### config.mk
export PLATFORM = sky130hd
export DESIGN_NAME = sram_rr_arbiter
export DESIGN_NICKNAME = d
export VERILOG_FILES = /design/src/rtl/sram_rr_arbiter.sv
export SDC_FILE = /design/constraint.sdc
export NUM_CORES = 1
export LEC_CHECK = 0
export CAP_MARGIN = 15
export CORE_ASPECT_RATIO = 0.75
export CORE_UTILIZATION = 66
export DETAILED_ROUTE_END_ITERATION = 6
export DONT_BUFFER_PORTS = 1
export GPL_ROUTABILITY_DRIVEN = 0
export PLACE_DENSITY = 0.82
export SYNTH_ARGS = -nofsm -noshare
export SYNTH_HDL_FRONTEND = slang
export SYNTH_SLANG_ARGS = --single-unit
### constraint.sdc
create_clock -name clk -period 3.6 [get_ports clk]
set_input_delay 0.72 -clock clk [delete_from_list [all_inputs] [get_ports clk]]
set_output_delay 0.72 -clock clk [all_outputs]
set_load 0.02 [all_outputs]
### src/rtl/sram_rr_arbiter.sv
// sram_rr_arbiter
//   Two-requester round-robin arbiter in front of a single-port SRAM.
//   Each access is IDLE -> ACCESS -> DONE, one cycle per state, so the
//   best sustained rate is one access every three cycles.
//
// Ports
//   clk        in   clock, rising edge
//   reset_p    in   synchronous active-high reset
//   req        in   [1:0] access request per requester
//   we         in   [1:0] write select per requester (1 = write)
//   addr0/1    in   [AW-1:0] requester address
//   wdata0/1   in   [DW-1:0] requester write data
//   gnt        out  [1:0] one-hot grant, high during ACCESS
//   ack        out  [1:0] one-hot completion, high during DONE
//   rdata      out  [DW-1:0] read data, valid while ack is high for a read
//   busy       out  high whenever the arbiter is not IDLE
//   mem_wr_en  out  SRAM write enable
//   mem_rd_en  out  SRAM read enable / bus drive enable
//   mem_addr   out  [AW-1:0] SRAM address
//   mem_wdata  out  [DW-1:0] SRAM write data
//   mem_rdata  in   [DW-1:0] SRAM read data, combinational from mem_addr
module sram_rr_arbiter #(
    parameter int AW = 10,
    parameter int DW = 8
) (
    input  logic          clk,
    input  logic          reset_p,
    input  logic [1:0]    req,
    input  logic [1:0]    we,
    input  logic [AW-1:0] addr0,
    input  logic [AW-1:0] addr1,
    input  logic [DW-1:0] wdata0,
    input  logic [DW-1:0] wdata1,
    output logic [1:0]    gnt,
    output logic [1:0]    ack,
    output logic [DW-1:0] rdata,
    output logic          busy,
    output logic          mem_wr_en,
    output logic          mem_rd_en,
    output logic [AW-1:0] mem_addr,
    output logic [DW-1:0] mem_wdata,
    input  logic [DW-1:0] mem_rdata
);

    typedef enum logic [1:0] {
        IDLE   = 2'd0,
        ACCESS = 2'd1,
        DONE   = 2'd2
    } state_t;

    state_t        state_q, state_d;
    logic          win_q, win_d;
    logic          we_q;
    logic [AW-1:0] addr_q;
    logic [DW-1:0] wdata_q;
    logic          last_q;     // requester that completed most recently
    logic [DW-1:0] rdata_q;

    // Tie goes to whoever did not win last time; a lone request always wins.
    assign win_d = (req[0] & req[1]) ? ~last_q : req[1];

    // State register
    always_ff @(posedge clk) begin
        if (reset_p) state_q <= IDLE;
        else         state_q <= state_d;
    end

    // Next-state logic
    always_comb begin
        state_d = IDLE;
        case (state_q)
            IDLE:    state_d = (req != 2'b00) ? ACCESS : IDLE;
            ACCESS:  state_d = DONE;
            DONE:    state_d = IDLE;
            default: state_d = IDLE;
        endcase
    end

    // Request latch, read capture and round-robin history.
    // The request is captured at the arbitration edge so later input
    // changes cannot disturb the access in flight.
    always_ff @(posedge clk) begin
        if (reset_p) begin
            win_q   <= 1'b0;
            we_q    <= 1'b0;
            addr_q  <= '0;
            wdata_q <= '0;
            last_q  <= 1'b1;
            rdata_q <= '0;
        end else begin
            if (state_q == IDLE && req != 2'b00) begin
                win_q   <= win_d;
                we_q    <= we[win_d];
                addr_q  <= win_d ? addr1  : addr0;
                wdata_q <= win_d ? wdata1 : wdata0;
            end
            if (state_q == ACCESS && !we_q)
                rdata_q <= mem_rdata;
            if (state_q == DONE)
                last_q <= win_q;
        end
    end

    // Outputs: the SRAM bus is only driven during ACCESS, and address/data
    // are gated so the bus reads as zero whenever the arbiter is idle.
    always_comb begin
        gnt       = 2'b00;
        ack       = 2'b00;
        mem_wr_en = 1'b0;
        mem_rd_en = 1'b0;
        mem_addr  = '0;
        mem_wdata = '0;
        busy      = (state_q != IDLE);
        rdata     = rdata_q;
        case (state_q)
            ACCESS: begin
                gnt       = win_q ? 2'b10 : 2'b01;
                mem_wr_en = we_q;
                mem_rd_en = ~we_q;
                mem_addr  = addr_q;
                mem_wdata = wdata_q;
            end
            DONE: begin
                ack = win_q ? 2'b10 : 2'b01;
            end
            default: ;
        endcase
    end

endmodule

Yosys cells after proc, flatten, opt, wreduce, memory -nomap -nowiden --
Cells that the tools add are included.
Cells by class: order comparisons 1, equality and inequality tests 2, mux-type cells 14, bitwise operators 3, reductions and logical operators 6
Operators with widths (count):
- $mux W10 | 2
- $mux W8 | 2
- $mux W1 | 6
- $mux W2 | 3
- $pmux W2 S2 | 1
- $reduce_bool A2 Y1 | 2
- $eq A2 B1 Y1 const B | 1
- $eq A2 B2 Y1 const B | 1
- $logic_and A1 B1 Y1 | 2
- $logic_not A2 Y1 | 1
- $lt A1 B2 Y1 const B | 1
- $not A1 Y1 | 2
- $and A1 B1 Y1 | 1
- $logic_not A1 Y1 | 1
Storage, ports and cells: bits in registers 31, bits of input ports 50, output and inout bits 33, logic and storage cells 33

Longest topological paths before layout --
Gate-level depths: netlist of the first run.
depth in word-level cells 4, mapped depth 5, depth with buffers taken out 4

Worst setup path after synthesis of the first run --
OpenSTA, ideal clock, no wires.
path kind reg2out, from reg state_q[0], to out gnt[0], arrival 1.039 ns, required time 2.880 ns, path slack 1.841 ns, stages on the path, launching flop included 4, buffers on the path 1, cells stage by stage dfxtp_1 nor2b_1 clkbuf_1 and2_1
On the way: word-level cells in the longest chain between the ends 2
RTL lines:
- start, declared | line 51 | state_t state_q, state_d;
- start signal, assigned | line 65 | else state_q <= state_d;
- $eq A2 B1 Y1 | line 115 | case (state_q)
- $mux W2 | line 115
- end, declared | line 34 | output logic [1:0] gnt,
Every way passes these cells.

Worst setup path in the final report of the first run --
from reg state_q[0], to out mem_rd_en
On the way: word-level cells in the longest chain between the ends 2
RTL lines:
- $eq A2 B1 Y1 | line 115
- $mux W1 | line 115
- end, declared | line 39 | output logic mem_rd_en,
Every way passes these cells.

==> metrics.md, run 1 <==
| Metric | Value |
|---|---|
| Outcome | `finished, final reports clean` |
| NumNets Final | `221` |
| Slowest cell on crit path | `sky130_fd_sc_hd__nor3b_2` |
| Number of cells on the worst reg-to-reg path | `3` |
| Switching power share of the total | `0.3066` |
| Synthesized area | `1608 um^2` |
| Total of hold buffers inserted after clock tree synthesis | `0` |
| Share of power burned in combinational logic | `0.204` |
| Internal power component | `0.0005236 W` |
| Logic depth of the worst path, buffers included | `1` |
| Post-synth top area cell | `sky130_fd_sc_hd__dfxtp_1` |
| Remaining design rule violation count | `0` |
| Fraction of registers with async set or reset after synthesis | `0` |
| CTS Buf Count | `5` |
| Total routing resource utilization after global routing | `0.2431` |
| Wire length of the first global-routing pass | `4636 um` |
| Clock latency on the worst-skew pair | `320 ps` |
| Ranking of synthesized cells by instance count | `sky130_fd_sc_hd__nand2_1 (39), sky130_fd_sc_hd__dfxtp_1 (31), sky130_fd_sc_hd__and2_1 (21), sky130_fd_sc_hd__a21oi_1 (19)` |
| Register area share after synthesis | `0.3860` |
| Leakage Power | `0.5906 nW` |
| Iteration-0 DRC Markers | `52` |
| Detail-routed net length per standard cell | `15.61 um` |
| Area growth from synthesis to final layout | `-1.868%` |
| Final worst clock skew | `9.973 ps` |
| Shortest period the worst path allows | `2320 ps` |
| Most common cell in the synthesized netlist | `sky130_fd_sc_hd__nand2_1` |
| Worst Setup Start Kind | `flip-flop` |
| Width of the die | `58.99 um` |
| Worst min-delay path category | `input pin to flip-flop` |
| Critical Path, Cell by Cell | `nor3b_2` |
| Effective utilization at floorplan | `0.6965` |
| Congestion Overflow GR | `0` |
| Critical path arrival | `1600 ps` |
| Top cell type's share of synthesized area | `0.3860` |
| Total count of hold-check failures in the final report | `0` |
| Most crowded layer after global routing | `met2` |
| Die Area | `2640 um^2` |
| Number of cells on the worst hold path | `1` |
| Warning count from the yosys run | `0` |
| Pwr Total | `0.0007551 W` |
| Clock slew at reported path FFs | `90 ps` |
| Buffers and inverters on the worst path | `0` |
| Port Buffer Count | `0` |
| Initial antenna violation count | `0` |
| P per Cell Area | `478.6 nW/um^2` |
| Peak ir drop on the vdd network | `260.5 uV` |
| Area of the core | `2308 um^2` |
| Number of buffers added for setup after CTS | `0` |
| Share of total power in sequential cells | `0.534` |
| # rows | `15` |
| Count of flip-flops with a built-in enable after synthesis | `0` |
| Antenna fix cells | `0` |
| Dominant register cell in the synthesized netlist | `sky130_fd_sc_hd__dfxtp_1` |
| Detailed-route via count | `1250` |
| TritonCTS clock tree | `done` |
| Total negative slack for setup checks | `0 ps` |
| Least-Margin Pin Slew | `1058 ps` |
| Pins over their slew limit | `0` |
| Slowest cell delay on critical path | `880 ps` |
| Max Fclk | `431.0 MHz` |
| Cells resized by post-CTS repair | `0` |
| Master cell of the clock root buffer | `sky130_fd_sc_hd__clkbuf_4` |
| Largest cells by area after synthesis | `sky130_fd_sc_hd__dfxtp_1 (39%), sky130_fd_sc_hd__a311oi_2 (9.3%), sky130_fd_sc_hd__nand2_1 (9.1%)` |
| Mean instance size in the synthesized netlist | `9.033 um^2` |
| Number of endpoints failing setup at the final stage | `0` |
| Category of cells accounting for the largest share of critical-path delay | `simple AND/OR/NAND/NOR gates` |
| Detailed Place HPWL | `2253 um` |
| CTS Sinks | `31` |
| Distinct cell type count after synthesis | `28` |
| Power dissipated by switching net loads | `0.0002315 W` |
| Number of levels in the clock H-tree | `2` |
| RSZ-0062 raised after global routing | `false` |
| Maximum fanout along the worst path | `9` |
| Maximum number of pins on one net before global-route repair | `32` |
| Share of the cycle needed by the critical path after routing | `0.6445` |
| Cell count after synthesis | `178` |
| Met3 usage | `0.1032` |
| Total wirelength of the detailed-routed design | `3200 um` |
| Kind of capture point of the worst setup path | `primary output` |
| Clock network fraction of total power | `0.262` |
| Via count of the first global-routing pass | `1057` |
| Global routing met1 resource utilization | `0.2824` |
| FF+latch count, synth | `31` |
| Syn nets | `228` |
| Global routing met2 resource utilization | `0.4091` |
| Maximum Capacitance Violations | `0` |
| Antenna viol nets, final | `0` |
| TritonRoute pass-1 iters | `4` |
| Via density | `6.098` |
| Die height | `44.75 um` |
| Boundary pin count | `83` |
| Normalized max-slew margin | `0.2916` |
| Required time at the endpoint of the critical path | `2880 ps` |
| Classification of the worst setup path | `flip-flop to primary output` |
| Fraction of layout cells with a size suffix above 1 | `0.1462` |
| Number of buffers on the longest clock path | `2` |
[power by group through the flow]
| stage | Sequential, W | Clock, W | Combinational [W] |
|---|---|---|---|
| CTS | 0.000403 | 0.000205 | 0.000155 |
| detailed placement | 0.000411 | 0 | 0.000155 |
| global route | 0.000407 | 0.000224 | 0.000169 |
| floorplan | 0.000405 | 0 | 0.000157 |
| global placement | 0.000409 | 0 | 0.000148 |
| finish | 0.000403 | 0.000198 | 0.000154 |
[per-stage QoR]
| stage | instances | util | hold WS, ps | instance area, um^2 | worst slack [ps] |
|---|---|---|---|---|---|
| 2_1_floorplan | 178 | - | 471.2 | 1608 | 1841 |
| 3_3_place_gp | 198 | 0.6591 | 486.2 | 1521 | 1655 |
| 3_5_place_dp | 198 | 0.6591 | 501.4 | 1521 | 1615 |
| 4_1_cts | 205 | 0.6835 | 445.9 | 1578 | 1265 |
| 5_1_grt | 205 | 0.6835 | 427.9 | 1578 | 1150 |
| 6_report | 205 | 0.6835 | 454.2 | 1578 | 1280 |
[placed cells by master (no fill, tap or decap)]
cell,n
sky130_fd_sc_hd__a211o_1,1
sky130_fd_sc_hd__a21bo_1,1
sky130_fd_sc_hd__a21boi_2,1
sky130_fd_sc_hd__a21oi_1,19
sky130_fd_sc_hd__a21oi_2,1
sky130_fd_sc_hd__a311oi_1,9
sky130_fd_sc_hd__a311oi_2,10
sky130_fd_sc_hd__and2_1,21
sky130_fd_sc_hd__buf_4,1
sky130_fd_sc_hd__clkbuf_4,5
sky130_fd_sc_hd__clkbuf_8,1
sky130_fd_sc_hd__clkinv_2,1
sky130_fd_sc_hd__dfxtp_1,31
sky130_fd_sc_hd__inv_1,1
sky130_fd_sc_hd__inv_2,1
sky130_fd_sc_hd__mux2i_1,8
sky130_fd_sc_hd__nand2_1,39
sky130_fd_sc_hd__nand2b_1,1
sky130_fd_sc_hd__nor2_1,10
sky130_fd_sc_hd__nor2_2,1
sky130_fd_sc_hd__nor2_4,1
sky130_fd_sc_hd__nor2_8,1
sky130_fd_sc_hd__nor2b_1,2
sky130_fd_sc_hd__nor3_1,1
sky130_fd_sc_hd__nor3b_2,1
sky130_fd_sc_hd__o21ai_0,1
sky130_fd_sc_hd__or2_1,1
[registers in the layout, indices dropped and copies added (netlist names)]
register and count:
wdata_q 8, state_q 2, addr_q 10, win_q 1
rdata 8, last_q 1, we_q 1
[per-layer routing]
metal	wire [um]	part of all wire
met1	1294	0.40
met2	1643	0.51
met3	246	0.077
met4	17	0.0053
met5	0	0
[area by class of cell]
| class | count | area, um^2 |
|---|---|---|
| multi-input combinational | 130 | 843.3 |
| fill | 188 | 730.7 |
| sequential | 31 | 620.6 |
| clock buffer | 6 | 51.30 |
| tap | 34 | 42.54 |
| timing repair buffer | 1 | 7.507 |
| inverter | 2 | 7.507 |
| clock inverter | 1 | 5.005 |
[final timing paths]
path | from | endpoint | slack (ps)
worst max-delay path | state_q[0] | mem_rd_en | 1280
worst min-delay path | reset_p | addr_q[1] | 450
worst max register to register | state_q[0] | rdata[1] | 1870
worst min register to register | win_q | win_q | 520
[cells by family (layout without fill, tap and decap cells)]
family                 count (synthesis)  count (layout)  synth area share
AOI/OAI and AO/OA                     43              43            0.2288
buffers and inverters                 17              10           0.09260
DFF                                   31              31            0.3860
muxes                                  8               8           0.04981
and+or+nand+nor                       79              79            0.2428
Power figures use the tool's default switching activity.
==> inputs of run 2 (changes only) <==
Settings changed: CORE_UTILIZATION 66 to 56, PLACE_DENSITY 0.82 to 0.74.
Clock period 3.6 ns to 1.95 ns, I/O delays scaled along.
==> run 2 against run 1 <==
  * Wire length is 1.9% higher
  * Final cell count grew 3.4%
  * Non-clock buffer count up 4
  * Global-route usage down 3.1 points
  * Sequential share of layout area shrank 1.4 points
  * Core utilization down 6.8 points
  * Clock skew shrank 6.8 ps
  * First-iteration DRC count decreased by 5.8%
  * Power up 100%
  * Critical path type unchanged
  * Highest routed layer unchanged
==> metrics.md, run 2 (same netlist as run 1, synthesis figures left out) <==
| Metric | Value |
|---|---|
| Outcome | `finished, final reports clean` |
| RSZ-0062 raised after global routing | `false` |
| CTS Sinks | `31 (unchanged)` |
| Number of buffers on the longest clock path | `2 (unchanged)` |
| Port Buffer Count | `0 (unchanged)` |
| # rows | `16 (+1)` |
| Master cell of the clock root buffer | `sky130_fd_sc_hd__clkbuf_8` |
| Area growth from synthesis to final layout | `1.868%` |
| Detailed-route via count | `1239 (-0.88%)` |
| Antenna viol nets, final | `0 (unchanged)` |
| Share of power burned in combinational logic | `0.194 (-0.010)` |
| Cells resized by post-CTS repair | `0 (unchanged)` |
| Share of total power in sequential cells | `0.492 (-0.042)` |
| CTS Buf Count | `5 (unchanged)` |
| Total routing resource utilization after global routing | `0.2123 (-0.03084)` |
| Effective utilization at floorplan | `0.6039 (-0.09262)` |
| Peak ir drop on the vdd network | `535.4 uV (+110%)` |
| Die Area | `3092 um^2 (+17%)` |
| Normalized max-slew margin | `0.5550 (+0.2634)` |
| Clock slew at reported path FFs | `60 ps (-30 ps)` |
| Congestion Overflow GR | `0 (unchanged)` |
| Die height | `48.41 um (+8.2%)` |
| Iteration-0 DRC Markers | `49 (-5.8%)` |
| Hold Crit Endpoint | `rdata[4]` |
| TritonRoute pass-1 iters | `4 (unchanged)` |
| Maximum number of pins on one net before global-route repair | `32 (unchanged)` |
| Power dissipated by switching net loads | `0.0004623 W (+100%)` |
| Number of cells on the worst reg-to-reg path | `3 (unchanged)` |
| Detail-routed net length per standard cell | `15.38 um (-1.5%)` |
| Required time at the endpoint of the critical path | `1560 ps (-1320 ps)` |
| Switching power share of the total | `0.3051 (-0.001519)` |
| Fraction of layout cells with a size suffix above 1 | `0.1705 (+0.02426)` |
| Critical R2R Capture | `wdata_q[3]` |
| Hold path startpoint | `reset_p` |
| Share of the cycle needed by the critical path after routing | `0.8825` |
| Most common library cell in the layout ignoring fill and taps | `sky130_fd_sc_hd__nand2_1` |
| Boundary pin count | `83 (unchanged)` |
| Leakage Power | `0.6242 nW (+5.7%)` |
| Pins over their slew limit | `0 (unchanged)` |
| Post-Layout Inst Area | `1638 um^2 (+3.8%)` |
| Shortest period the worst path allows | `1721 ps` |
| Wire length of the first global-routing pass | `4988 um (+7.6%)` |
| Detailed Place HPWL | `2250 um (-0.15%)` |
| Worst reg2reg path startpoint | `last_q` |
| Internal power component | `0.001053 W (+100%)` |
| Worst slack on hold paths | `171.4 ps (-282.8 ps)` |
| Total count of hold-check failures in the final report | `0 (unchanged)` |
| Number of cells on the worst hold path | `1 (unchanged)` |
| Register containing the most flip-flops in the final layout | `addr_q` |
| TritonCTS clock tree | `done` |
| Worst min-delay path category | `input pin to flip-flop` |
| Kind of capture point of the worst setup path | `primary output` |
| Utilization of the core after routing | `0.6151 (-0.06834)` |
| Clock latency on the worst-skew pair | `280 ps (-40 ps)` |
| Classification of the worst setup path | `flip-flop to primary output` |
| Most frequent cells in the layout | `sky130_fd_sc_hd__nand2_1 (39), sky130_fd_sc_hd__dfxtp_1 (31), sky130_fd_sc_hd__and2_1 (21)` |
| Antenna fix cells | `0 (unchanged)` |
| Maximum fanout along the worst path | `12 (+3)` |
| Total wirelength of the detailed-routed design | `3260 um (+1.9%)` |
| Initial antenna violation count | `0 (unchanged)` |
| Total of hold buffers inserted after clock tree synthesis | `0 (unchanged)` |
| Clock network fraction of total power | `0.314 (+0.052)` |
| Worst Setup Start Kind | `flip-flop` |
| NumNets Final | `225 (+1.8%)` |
| P per Cell Area | `925.1 nW/um^2 (+93%)` |
| Total negative slack for setup checks | `0 ps (unchanged)` |
| Setup slack, reg-to-reg | `560 ps (-1310 ps)` |
| Minimum setup slack after placement | `494.6 ps (-1120 ps)` |
| Least-Margin Pin Slew | `667.5 ps (-390.5 ps)` |
| Number of endpoints failing setup at the final stage | `0 (unchanged)` |
| Width of the die | `63.87 um (+8.3%)` |
| Placed inst area | `1554 um^2 (+2.1%)` |
| Via count of the first global-routing pass | `1154 (+9.2%)` |
| Via density | `5.844 (-4.2%)` |
| Number of levels in the clock H-tree | `2 (unchanged)` |
| Max Fclk | `581.1 MHz` |
| Number of buffers added for setup after CTS | `0 (unchanged)` |
| Area of the core | `2663 um^2 (+15%)` |
| Remaining design rule violation count | `0 (unchanged)` |
| Final setup margin | `229.2 ps (-1051 ps)` |
| Final worst clock skew | `3.219 ps (-6.754 ps)` |
| Critical path arrival | `1330 ps (-270 ps)` |
| Number of flip-flops under the largest register name | `10 (unchanged)` |
| Maximum Capacitance Violations | `0 (unchanged)` |
-- run 2: cell count changes in the layout (fill, tap and decap cells not counted), sizes merged --
cell and change:
buf +4, clkbuf -1, clkinv +2
-- run 2: cell type report --
type	instances	area (um^2)
Clock inverter	3	15.01
Fill cell	244	1025
Sequential cell	31	620.6
Tap cell	36	45.04
Clock buffer	5	68.82
Multi-Input combinational cell	130	843.3
Inverter	2	7.507
Timing Repair Buffer	5	37.54
-- run 2: power groups by stage --
stage | Sequential, W | Combinational (W) | Clock, W
final | 0.000745 | 0.000293 | 0.000476
after global routing | 0.000751 | 0.000323 | 0.000512
after CTS | 0.000745 | 0.000296 | 0.000495
after detailed placement | 0.000758 | 0.000297 | 0
after global placement | 0.000755 | 0.000284 | 0
after floorplan | 0.000748 | 0.000290 | 0
-- run 2: through the flow --
step / power, W / std cells
after floorplan: 0.001038 / 178
after global placement: 0.001040 / 204
after detailed placement: 0.001055 / 204
after CTS: 0.001535 / 212
after global routing: 0.001586 / 212
final: 0.001515 / 212
-- run 2: layer usage --
layer	part of all wire	vias to the layer above	routed length, um	GRT usage
li1	-	604	-	-
met1	0.40	571	1315	0.2252
met2	0.50	61	1623	0.3954
met3	0.091	3	297	0.05896
met4	0.0077	0	25	0.07955
met5	0	-	0	0
-- run 2: worst max-delay path: stages (launching register included) --
cell and delay [ps]:
sky130_fd_sc_hd__dfxtp_1 410, sky130_fd_sc_hd__nor2b_1 190, sky130_fd_sc_hd__buf_4 190, sky130_fd_sc_hd__and2_1 270
-- run 2: worst max path at each step --
| stage | from | depth (start not counted) | endpoint |
|---|---|---|---|
| after floorplan | state_q[0] | 3 | gnt[0] |
| after global placement | req[0] | 3 | addr_q[2] |
| after detailed placement | req[1] | 3 | wdata_q[0] |
| after CTS | state_q[0] | 3 | gnt[0] |
| after global routing | state_q[0] | 3 | mem_wdata[4] |
| final | state_q[0] | 3 | gnt[0] |
